### src/rtl/ctrl_branch_unit_pkg.sv
// Shared control package: branch opcode encodings and default PC width.
// Used by the decoder and the branch resolution logic.
package ctrl_branch_unit_pkg;

    localparam int PROG_CTR_WID_DEF = 10;

    typedef enum logic [2:0] {
        BR_NONE = 3'd0,
        BR_JMP  = 3'd1,
        BR_JZ   = 3'd2,
        BR_JNZ  = 3'd3,
        BR_JC   = 3'd4,
        BR_JNC  = 3'd5,
        BR_CALL = 3'd6,
        BR_RET  = 3'd7
    } br_op_e;

    function automatic logic br_cond(
        input br_op_e op,
        input logic   zero,
        input logic   carry
    );
        logic res;
        res = 1'b0;
        unique case (op)
            BR_JMP, BR_CALL, BR_RET: res = 1'b1;
            BR_JZ:   res = zero;
            BR_JNZ:  res = !zero;
            BR_JC:   res = carry;
            BR_JNC:  res = !carry;
            default: res = 1'b0;
        endcase
        return res;
    endfunction

endpackage

### src/rtl/ctrl_branch_unit_ras.sv
// Circular return-address stack: when full, a push overwrites the oldest
// entry because the write pointer has wrapped onto it.
module ctrl_ras #(
    parameter int PROG_CTR_WID = 10,
    parameter int RAS_DEPTH    = 4
) (
    input  logic                    clk,
    input  logic                    reset,
    input  logic                    push,
    input  logic                    pop,
    input  logic [PROG_CTR_WID-1:0] push_data,
    output logic [PROG_CTR_WID-1:0] top,
    output logic                    empty,
    output logic                    full
);

    localparam int PW = $clog2(RAS_DEPTH);
    localparam int CW = PW + 1;

    logic [PROG_CTR_WID-1:0] mem [RAS_DEPTH];
    logic [PW-1:0]           sp;
    logic [CW-1:0]           count;

    assign empty = (count == '0);
    assign full  = (count == CW'(RAS_DEPTH));
    assign top   = mem[sp - PW'(1)];

    always_ff @(posedge clk) begin
        if (reset) begin
            sp    <= '0;
            count <= '0;
            for (int i = 0; i < RAS_DEPTH; i++) begin
                mem[i] <= '0;
            end
        end else if (push) begin
            mem[sp] <= push_data;
            sp      <= sp + PW'(1);
            if (!full) begin
                count <= count + CW'(1);
            end
        end else if (pop && !empty) begin
            sp    <= sp - PW'(1);
            count <= count - CW'(1);
        end
    end

endmodule

### src/rtl/ctrl_branch_unit.sv
// Branch resolution in EX: condition evaluation, redirect, two-cycle
// flush shadow and return-address stack management.
module ctrl_branch_unit
    import ctrl_branch_unit_pkg::*;
#(
    parameter int PROG_CTR_WID = PROG_CTR_WID_DEF,
    parameter int RAS_DEPTH    = 4
) (
    input  logic                    clk,
    input  logic                    reset,
    input  logic [PROG_CTR_WID-1:0] prog_ctr,
    input  logic [2:0]              br_op_ID,
    input  logic [PROG_CTR_WID-1:0] br_target_ID,
    input  logic                    flag_zero_EX,
    input  logic                    flag_carry_EX,
    output logic                    branch_taken_EX,
    output logic [PROG_CTR_WID-1:0] nxt_prog_ctr_EX,
    output logic                    flush_pipe,
    output logic                    ras_overflow,
    output logic                    ras_underflow
);

    logic [PROG_CTR_WID-1:0] pc_ID;
    logic [PROG_CTR_WID-1:0] pc_EX;
    logic [PROG_CTR_WID-1:0] tgt_EX;
    br_op_e                  op_EX;
    logic                    shadow_cnt;

    logic                    push;
    logic                    pop;
    logic [PROG_CTR_WID-1:0] ras_top;
    logic                    ras_empty;
    logic                    ras_full;

    always_ff @(posedge clk) begin
        if (reset) begin
            pc_ID      <= '0;
            pc_EX      <= '0;
            tgt_EX     <= '0;
            op_EX      <= BR_NONE;
            shadow_cnt <= 1'b0;
        end else begin
            pc_ID      <= prog_ctr;
            pc_EX      <= pc_ID;
            tgt_EX     <= br_target_ID;
            op_EX      <= flush_pipe ? BR_NONE : br_op_e'(br_op_ID);
            // one-deep shadow: loaded on taken, expires after one cycle
            shadow_cnt <= branch_taken_EX;
        end
    end

    assign branch_taken_EX =
        br_cond(op_EX, flag_zero_EX, flag_carry_EX) && !shadow_cnt;
    assign flush_pipe = branch_taken_EX || shadow_cnt;

    assign push = branch_taken_EX && (op_EX == BR_CALL);
    assign pop  = branch_taken_EX && (op_EX == BR_RET);

    always_comb begin
        nxt_prog_ctr_EX = '0;
        if (branch_taken_EX) begin
            if (op_EX == BR_RET) begin
                nxt_prog_ctr_EX = ras_empty ? '0 : ras_top;
            end else begin
                nxt_prog_ctr_EX = tgt_EX;
            end
        end
    end

    always_ff @(posedge clk) begin
        if (reset) begin
            ras_overflow  <= 1'b0;
            ras_underflow <= 1'b0;
        end else begin
            if (push && ras_full) begin
                ras_overflow <= 1'b1;
            end
            if (pop && ras_empty) begin
                ras_underflow <= 1'b1;
            end
        end
    end

    ctrl_ras #(
        .PROG_CTR_WID (PROG_CTR_WID),
        .RAS_DEPTH    (RAS_DEPTH)
    ) u_ras (
        .clk       (clk),
        .reset     (reset),
        .push      (push),
        .pop       (pop),
        .push_data (pc_EX + PROG_CTR_WID'(1)),
        .top       (ras_top),
        .empty     (ras_empty),
        .full      (ras_full)
    );

endmodule

### config.mk
export PLATFORM = sky130hd
export DESIGN_NAME = ctrl_branch_unit
export DESIGN_NICKNAME = d
export VERILOG_FILES = /design/src/rtl/ctrl_branch_unit_pkg.sv /design/src/rtl/ctrl_branch_unit_ras.sv /design/src/rtl/ctrl_branch_unit.sv
export SDC_FILE = /design/constraint.sdc
export NUM_CORES = 1
export LEC_CHECK = 0
export ABC_AREA = 0
export BUFFER_PORTS_ARGS = -buffer_cell sky130_fd_sc_hd__buf_2
export CAP_MARGIN = 10
export CELL_PAD_IN_SITES_DETAIL_PLACEMENT = 0
export CELL_PAD_IN_SITES_GLOBAL_PLACEMENT = 2
export CORE_AREA = 2 2 99 101
export DETAILED_ROUTE_END_ITERATION = 16
export DIE_AREA = 0 0 101 103
export PLACE_DENSITY = 0.82
export SYNTH_ARGS = -nofsm -noshare
export SYNTH_HDL_FRONTEND = slang
export SYNTH_HIERARCHICAL = 1
export SYNTH_SLANG_ARGS = --single-unit
### constraint.sdc
create_clock -name clk -period 3.3 [get_ports clk]
set_input_delay 0.495 -clock clk [delete_from_list [all_inputs] [get_ports clk]]
set_output_delay 0.495 -clock clk [all_outputs]
set_load 0.02 [all_outputs]
==> flow_metrics.env <==
export IMPL_max_freq_mhz=374
export IMPL_detailroute_via_count=2278
export IMPL_post_route_min_period_ns=2.67
export IMPL_num_fill_cells=925
export IMPL_synthesis_area_um2=3570
export IMPL_fin_cells=460
export IMPL_synth_yosys_warnings=6
export IMPL_hold_wc_path_type="in2reg"
export IMPL_coreArea_um2=9460
export IMPL_synth_top_area_share_pct=33.7
export IMPL_postSynth_asyncResetShare_pct=0
export IMPL_final_setup_viol_count=0
export IMPL_fin_crit_sh_pct=81.0
export IMPL_cts_repair_resized=0
export IMPL_slew_headroom_pct=52.7
export IMPL_ctsLongestPathBuffers=2
export IMPL_detailedPlacementHpwl_um=4690
export IMPL_multi_input_area_um2=1370
export IMPL_finalWeightedCongestion=0.728
export IMPL_total_die_area_um2=10400
export IMPL_synth_area_leaders="edfxtp_1 (34%), dfxtp_1 (23%), nor2b_1 (6.1%), mux4_2 (5.7%), nor2_1 (3.8%)"
export IMPL_first_global_vias=2204
export IMPL_mappedNetlistNets=332
export IMPL_synthesis_instances=303
export IMPL_layout_nets=370
export IMPL_status="finished clean"
export IMPL_worst_setup_path_start_kind="flop"
export IMPL_postPlaceCellArea_um2=3850
export IMPL_dr_first_iter_drc_count=89
export IMPL_layout_cell_share_with_drive_strength_beyond_1_pct=24.9
export IMPL_totalWireLength_um=6830
export IMPL_power_density_nw_per_um2=477
export IMPL_rsz0062_at_grt="false"
export IMPL_cts_hold_repair_buffers=0
export IMPL_tritoncts="built"
export IMPL_timing_critical_path_arrival_ns=2.18
export IMPL_drt_drc_violations_left=0
export IMPL_cp_data_required_time_ns=2.80
export IMPL_die_h_um=103
export IMPL_area_growth_syn_to_fin_pct=12.9
export IMPL_antenna_found_initial=0
export IMPL_report_final_slew_viol_count=0
export IMPL_grt_first_pass_wirelength_um=11300
export IMPL_synth_ff_latch_count=81
export IMPL_worst_supply_voltage_drop_on_vdd_mv=0.266
export IMPL_numPortBuffers=40
export IMPL_synth_largest_area_cell="edfxtp_1"
export IMPL_ioPinCount=41
export IMPL_grt_usage_pct=14.5
export IMPL_cp_max_fo=16
export IMPL_setup_tns_after_final_layout_ns=0
export IMPL_report_final_hold_viol_count=0
export IMPL_fp_row_count=36
export IMPL_max_cap_violations=0
export IMPL_fin_area_um2=4030
export IMPL_overall_power_after_layout_uw=1920
export IMPL_cts_clk_slew_worst_paths_ns=0.09
export IMPL_pin_count_of_the_biggest_net_entering_global_routing=29
export IMPL_place_worst_setup_slack_ns=0.898
export IMPL_setup_slack_ns=0.628
export IMPL_detail_route_first_pass_iterations=4
export IMPL_end_kind="primary output"
export IMPL_cell_at_the_root_of_the_clock_tree="clkbuf_8"
export IMPL_fp_dieW_um=101
export IMPL_skew_final_ns=0.0140
export IMPL_count_of_nets_left_with_antenna_violations_after_detail_routing=0
export IMPL_tightestPinTransition_ns=0.708
export IMPL_start_util_pct=37.7
export IMPL_clock_insertion_delay_worst_skew_ns=0.35
export IMPL_number_of_cells_in_the_design_after_placement=444
export IMPL_drt_wirelength_per_cell_um=14.8
export IMPL_regArea_um2=2020
export IMPL_synthDistinctLibCells=48
export IMPL_worst_setup_path_type="reg2out"
export IMPL_ys_flop_type="dfxtp_1"
export IMPL_antenna_cells=0
export IMPL_cts_buffers=9
export IMPL_post_cts_setup_buffer_count=0
export IMPL_synth_avg_cell_area_um2=11.8
export IMPL_p_leak_uw=0.00157
export IMPL_synth_edf_count=40
export IMPL_synth_seq_area_share_pct=56.7
export IMPL_avgViaCountPerCell=4.95
export IMPL_total_number_of_clock_tree_sinks=81
export IMPL_grt_overflow=0
export IMPL_htreeDepth=3
-- area by class of cell --
class                   instances  area share (%)
inverters                      13            1.21
well taps                     114            3.54
clock buffers                  13            3.97
multi-input cells             187            34.1
repair buffers                 49            6.64
flip-flops and latches         81            50.2
clock inverters                 3           0.373
-- cells in the final DEF (no fill, tap or decap), drive strengths merged, types with 2 or more instances in the layout --
cell    instances
o22ai           2
o21a            2
nand2b          3
o21bai          3
xnor2           6
nor2           37
a221oi         11
nand4           2
clkinv          2
nand3           4
and3            3
clkbuf         13
dfxtp          41
a21oi           5
edfxtp         40
or3             2
nand2          24
inv            14
mux4           10
nor2b          35
nand3b         12
xor2            3
nor3            3
and4b           4
a211oi          2
buf            49
-- critical path, stage by stage (launching register included) --
cell and delay [ns]:
dfxtp_1 0.47, a21oi_2 0.07, or3_1 0.65, a221oi_1 0.41, buf_2 0.22
-- synthesized netlist by cell type, types with 3 or more instances --
library cell,instances
a21oi_1,4
a221oi_1,3
a221oi_2,8
and3_1,3
and4b_1,4
buf_2,8
buf_6,3
clkbuf_1,9
dfxtp_1,41
edfxtp_1,40
inv_1,13
mux4_2,9
nand2_1,24
nand2b_1,3
nand3_1,4
nand3b_1,12
nor2_1,36
nor2b_1,35
o21bai_1,3
xnor2_1,6
xor2_1,3
-- report_power, final --
group,switching [µW],internal (µW)
clock network,334,317
logic,87.9,68.8
registers,20.7,1090
total,442,1480
-- through the flow --
| step | utilization [%] | hold slack (ns) |
|---|---|---|
| 3_5_place_dp | 40.8 | 0.420 |
| 4_1_cts | 42.6 | 0.340 |
| 3_3_place_gp | 40.8 | 0.420 |
| 2_1_floorplan | - | 0.414 |
| 5_1_grt | 42.6 | 0.348 |
| 6_report | 42.6 | 0.345 |
-- layer usage --
layer	GRT usage (%)	wire [µm]	share of wire, %	vias up
li1	-	-	-	1138
met3	4.14	318	4.7	6
met2	23.3	3190	47	58
met5	0	0	0	-
met4	4.68	80	1.2	0
met1	19.0	3230	47	1076
-- logic make-up after synthesis --
family,Yosys count,synth area share (%)
compound gates,32,8.42
xor+xnor,9,2.21
fa+ha+maj,2,0.912
buf+inv,35,5.01
flops,81,56.7
mux,11,6.73
simple gates,133,20.1
-- flip-flops by register name, summed over array words and instances (netlist names) --
signal	cells
ras_overflow	1
u_ras/sp	2
op_EX	3
u_ras/mem	40
pc_ID	10
shadow_cnt	1
u_ras/count	3
tgt_EX	10
ras_underflow	1
pc_EX	10
-- path summary, 6_finish.rpt --
kind | from | to | slack (ns) | cells past startpoint
worst min register to register | pc_ID[2] | pc_EX[2] | 0.44 | 1
worst max register to register | op_EX[2] | u_ras/count[2] | 0.95 | 5
worst min-delay path | br_target_ID[8] | tgt_EX[8] | 0.34 | 2
worst max-delay path | op_EX[2] | nxt_prog_ctr_EX[9] | 0.63 | 4
No activity file was read; power rests on OpenSTA's default activity.
